### src/rtl/jt10_adpcm_div_arb.sv
// jt10_adpcm_div_arb
//   Round-robin arbiter/sequencer that shares one serial restoring divider
//   (d = a/b, a = b*d + r) among NCH ADPCM requesters. It grants one request,
//   launches the divider, waits for it to finish, then returns the quotient and
//   remainder with a one-tick ack. A zero divisor skips the divider entirely.
//   All state advances only on cen ticks.
// Ports
//   clk, rst_n, cen           clock, async active-low reset, clock enable
//   req[NCH]                  per-requester request level
//   a_bus, b_bus              packed dividends/divisors, requester i at [i*DW +: DW]
//   ack[NCH], done            one-hot result strobe and its OR
//   q_ch, q_d, q_r, dz        result channel, quotient, remainder, divide-by-zero flag
//   busy                      sequencer not idle
//   div_start, div_a, div_b   divider launch strobe and registered operands
//   div_d, div_r, div_working divider results and busy flag
module jt10_adpcm_div_arb #(
    parameter int DW  = 16,
    parameter int NCH = 6,
    localparam int CW = $clog2(NCH)
) (
    input  logic              rst_n,
    input  logic              clk,
    input  logic              cen,
    input  logic [NCH-1:0]    req,
    input  logic [NCH*DW-1:0] a_bus,
    input  logic [NCH*DW-1:0] b_bus,
    output logic [NCH-1:0]    ack,
    output logic              done,
    output logic [CW-1:0]     q_ch,
    output logic [DW-1:0]     q_d,
    output logic [DW-1:0]     q_r,
    output logic              dz,
    output logic              busy,
    output logic              div_start,
    output logic [DW-1:0]     div_a,
    output logic [DW-1:0]     div_b,
    input  logic [DW-1:0]     div_d,
    input  logic [DW-1:0]     div_r,
    input  logic              div_working
);

    typedef enum logic [1:0] {S_IDLE, S_LAUNCH, S_WAIT, S_DONE} state_t;

    state_t          state, nxt;
    logic [CW-1:0]   ptr;
    logic [CW-1:0]   gnt_idx;
    logic            gnt_found;
    logic [DW-1:0]   a_arr [NCH];
    logic [DW-1:0]   b_arr [NCH];

    for (genvar g = 0; g < NCH; g++) begin : g_unpack
        assign a_arr[g] = a_bus[g*DW +: DW];
        assign b_arr[g] = b_bus[g*DW +: DW];
    end

    // Search starts just after the last granted requester, so the one served
    // last has the lowest priority next time.
    always_comb begin
        logic [CW-1:0] idx;
        gnt_found = 1'b0;
        gnt_idx   = ptr;
        idx       = ptr;
        for (int k = 0; k < NCH; k++) begin
            idx = (idx == CW'(NCH-1)) ? '0 : idx + CW'(1);
            if (!gnt_found && req[idx]) begin
                gnt_found = 1'b1;
                gnt_idx   = idx;
            end
        end
    end

    // State register
    always_ff @(posedge clk or negedge rst_n) begin
        if (!rst_n)   state <= S_IDLE;
        else if (cen) state <= nxt;
    end

    // Next-state logic
    always_comb begin
        nxt = state;
        case (state)
            S_IDLE:   if (gnt_found) nxt = (b_arr[gnt_idx] == '0) ? S_DONE : S_LAUNCH;
            S_LAUNCH: nxt = S_WAIT;
            S_WAIT:   if (!div_working) nxt = S_DONE;
            S_DONE:   nxt = S_IDLE;
            default:  nxt = S_IDLE;
        endcase
    end

    // Outputs decoded from state
    always_comb begin
        busy      = (state != S_IDLE);
        div_start = (state == S_LAUNCH);
    end

    assign done = |ack;

    // Datapath: grant capture, results and ack strobe
    always_ff @(posedge clk or negedge rst_n) begin
        if (!rst_n) begin
            ptr   <= CW'(NCH-1);
            q_ch  <= '0;
            q_d   <= '0;
            q_r   <= '0;
            dz    <= 1'b0;
            div_a <= '0;
            div_b <= '0;
            ack   <= '0;
        end else if (cen) begin
            case (state)
                S_IDLE: if (gnt_found) begin
                    ptr   <= gnt_idx;
                    q_ch  <= gnt_idx;
                    div_a <= a_arr[gnt_idx];
                    div_b <= b_arr[gnt_idx];
                    if (b_arr[gnt_idx] == '0) begin
                        // Divide-by-zero: saturate quotient, pass dividend through
                        q_d <= '1;
                        q_r <= a_arr[gnt_idx];
                        dz  <= 1'b1;
                        ack <= NCH'(1) << gnt_idx;
                    end
                end
                S_WAIT: if (!div_working) begin
                    q_d <= div_d;
                    q_r <= div_r;
                    dz  <= 1'b0;
                    ack <= NCH'(1) << q_ch;
                end
                S_DONE:  ack <= '0;
                default: ;
            endcase
        end
    end

endmodule

### config.mk
export PLATFORM = sky130hd
export DESIGN_NAME = jt10_adpcm_div_arb
export DESIGN_NICKNAME = d
export VERILOG_FILES = /design/src/rtl/jt10_adpcm_div_arb.sv
export SDC_FILE = /design/constraint.sdc
export NUM_CORES = 1
export LEC_CHECK = 0
export ABC_CLOCK_PERIOD_IN_PS = 13700
export CORE_MARGIN = 2
export CORE_UTILIZATION = 40
export DETAILED_ROUTE_END_ITERATION = 6
export PLACE_DENSITY = 0.85
export RECOVER_POWER = 25
export SKIP_CTS_REPAIR_TIMING = 1
export SYNTH_ARGS = -nofsm -noshare
export SYNTH_HDL_FRONTEND = slang
export SYNTH_SLANG_ARGS = --single-unit
### constraint.sdc
create_clock -name clk -period 13.7 [get_ports clk]
set_clock_uncertainty 0.05 [all_clocks]
set_input_delay 4.11 -clock clk [delete_from_list [all_inputs] [get_ports clk]]
set_output_delay 4.11 -clock clk [all_outputs]
set_load 0.05 [all_outputs]
==> results.md <==
* Worst R2R Path Depth at 14
* Port Buffers at 310
* Routability cong. at 0.891
* IO Pins at 311
* WP buf/inv at 3
* Flops & latches, synth at 78
* Xor-xnor portion of the synthesized cell area at 0.307%
* Crit path required time at 13.86 ns
* Simple-gate portion of the synthesized area at 15.2%
* Crit path from: req[1]
* Worst Setup End Kind: flop
* Hold Crit Start: q_r[15]$_DFFE_PN0P_
* Period utilization at 70.8%
* Setup_tns at 0 ns
* Register area share after synthesis at 34.3%
* Post-Syn Area at 0.00570 mm2
* Routed wl met2 at 10800 um
* Setup WS pre-CTS at 3.70 ns
* Slew headroom at -175%
* HPWL Detailed at 16600 um
* Vias in the first global route at 6017
* Initial Utilization at 41.0%
* Unrepaired setup endpoints after global routing: false
* Metal3 WL at 1470 um
* Worst Hold Class: reg -> reg
* Core Rows at 43
* Slowest CP cell: or4_4
* Latest clock arrival within the worst-skew pair at 0.33 ns
* FFs w/ async S/R, synth at 100%
* Cells along the critical path: clkdlybuf4s50_1 -> mux2_2 -> a222oi_1 -> o211a_1 -> o31a_1 -> nor3_4 -> nor2_4 -> buf_4 -> mux2_2 -> a211oi_1 -> nand4_1 -> or4_4 -> a211oi_4 -> buf_4 -> mux2_2
* Final nets at 1163
* Pin count of the biggest net entering global routing at 79
* R2r startpoint: q_ch[1]$_DFFE_PN0P_
* Setup violators final at 0
* CP startpoint kind: input port
* Mux cell area share after synthesis at 14.0%
* Failing checks: max-capacitance violations, max-slew violations
* Crit path max-delay family: compound AO/OA/AOI/OAI gates
* Initial DRC Count at 451
* DIE WIDTH at 123 um
* Fmax at 103 MHz
* Top cell by count, worst path: mux2_2
* CTS H-tree depth at 3
* Clock Tree Root: clkbuf_16
* WHS Path Cells at 1
* Detail Route Antenna Nets at 0
* Synth cell types at 73
* Post-detailed-routing wire length at 21700 um
* Slew @ Worst Pin at 4.12 ns
* Syn Nets at 893
* CORE AREA at 0.0139 mm2
* Total Routing Usage GR at 27.5%
* Number of diodes at 0
* Clock buffer depth at 2
* Gr ovfl total at 0
* Drt first pass iters at 5
* Residual DRC count at 0
* CP max stage delay at 0.67 ns
* EDFF count, synth at 0
* M1 WL at 8750 um
* Fraction of the mapped netlist area in adder cells at 0.878%
* Status: finished, violations left
* Area grow syn2layout at 60.4%
* Vias per cell at 5.84
* Largest family of logic cells by synthesized area: compound AO/OA/AOI/OAI gates
* Reg area at 0.00195 mm2
* Die area at 0.0152 mm2
* Avg Cell Area, Syn at 8.70 um2
* Worst-path clk slew at 0.06 ns
* Clk sink count at 78
* Multi-input logic area at 0.00346 mm2
* CTS Buf Count at 9
* Via Count at 6483
* Synth Area in Compound Gates at 29.6%
* Crit path time final at 9.69 ns
* Avg WL per Cell at 19.6 um
* Main synth FF type: dfrtp_1
* TritonCTS clock tree: done
* Setup ws final at 4.01 ns
* Highest Signal Layer: met4
* Final Max Slew Viols at 79
* Setup CP Type: in -> reg
* First-pass GRT wire length at 32300 um
* Die Span Y at 123 um
* Post-Syn Instances at 655
* Synthesis Warnings at 0
* Max Fanout on Critical Path at 38
* Max_cap viols at 1
* Fill count at 1116
* Share of cells above drive strength 1 at 8.39%
* Arr. time, crit path at 9.85 ns
* Initial antenna violation count at 0
* Final hold vios at 0
* Critical Path Stages at 15
==> cells by family (layout without fill, tap and decap cells) <==
family,Yosys count,in the layout
AND/OR/NAND/NOR,192,192
XOR/XNOR,2,2
flip-flops,78,78
buffers and inverters,68,343
AO/OA/AOI/OAI,256,256
multiplexers,55,55
adder cells (fa/ha/maj),4,4
==> through the flow <==
| step | cells | hold slack [ns] | util, % | area, um2 |
|---|---|---|---|---|
| global route | 1110 | 0.452 | 65.8 | 9140 |
| detailed placement | 1094 | 0.425 | 63.6 | 8830 |
| global placement | 1094 | 0.417 | 63.6 | 8830 |
| floorplan | 655 | 0.455 | - | 5700 |
| CTS | 1110 | 0.439 | 65.9 | 9140 |
| finish | 1110 | 0.432 | 65.8 | 9140 |
==> per-layer routing <==
layer,vias to the layer above,global-route usage (%)
li1,3010,-
met1,3042,36.4
met2,377,45.2
met3,54,4.57
met4,0,9.80
met5,-,0
==> Yosys cell counts, types with 2 or more instances <==
library cell  instances  area (um2)
inv_1                 8        30.0
nor2_2                2        12.5
o21ai_1               3        15.0
a22oi_1               3        22.5
a31oi_1               3        18.8
a211oi_1             51         383
clkbuf_1             36         135
nand4_1               6        37.5
nor3_1                5        25.0
dfrtp_1              76        1900
o32a_1                3        30.0
mux2i_1               3        30.0
nor2_1               49         184
a32o_1                3        30.0
buf_2                 7        35.0
nand2_1              71         267
or2_1                 2        12.5
dfstp_2               2        52.6
nand3_1              40         200
o211ai_1              4        30.0
buf_1                 4        15.0
o21a_1                3        22.5
nor4_1                2        12.5
mux2_1               16         180
ha_1                  4        50.1
a21boi_0              4        30.0
a222oi_1              2        20.0
buf_4                 6        45.0
o21ai_0              63         315
o2111ai_1             2        17.5
mux2_2               19         214
o22a_1               16         140
nand2b_1              3        18.8
a22o_1                2        17.5
buf_6                 5        56.3
mux4_2               16         360
a21o_1                2        15.0
o22ai_1               5        31.3
a21oi_1              68         340
nor2b_1               3        18.8
==> worst paths after layout <==
| path | endpoint | slack [ns] |
|---|---|---|
| setup / recovery | q_r[0]$_DFFE_PN0P_ | 4.01 |
| hold / removal | q_r[15]$_DFFE_PN0P_ | 0.43 |
| hold reg to reg | q_r[15]$_DFFE_PN0P_ | 0.43 |
| max in group asynchronous | q_r[7]$_DFFE_PN0P_ | 6.13 |
| min in group asynchronous | q_d[7]$_DFFE_PN0P_ | 5.16 |
| setup reg to reg | q_r[0]$_DFFE_PN0P_ | 7.19 |
==> layout by cell type (no fill, tap or decap), types with 4 or more instances in the layout <==
cell	n
a211oi_1	51
inv_1	8
buf_4	7
a21boi_0	4
nand3_1	40
dfrtp_1	76
mux4_2	16
a21oi_1	68
nand2_1	71
mux2_2	19
mux2_1	16
o22ai_1	5
nand4_1	6
ha_1	4
o21ai_0	63
o211ai_1	4
nor2_1	49
clkbuf_16	9
o22a_1	16
clkdlybuf4s50_1	309
nor3_1	5
==> state kept, by name, indices dropped and copies added, names as in the netlist <==
name	count
state	2
div_b	16
ptr	2
ack	6
div_a	16
q_ch	3
q_r	16
dz	1
q_d	16
==> area by class of cell <==
type                            instances  area share (%)
Inverter                               10           0.411
Clock inverter                          6           0.945
Tap cell                              180            2.46
Clock buffer                           10            2.51
Sequential cell                        78            21.4
Multi-Input combinational cell        509            37.8
Timing Repair Buffer                  317            34.5
Power is not shown: default switching activity piles up to over one toggle a cycle in this logic, so the estimate is an artifact.
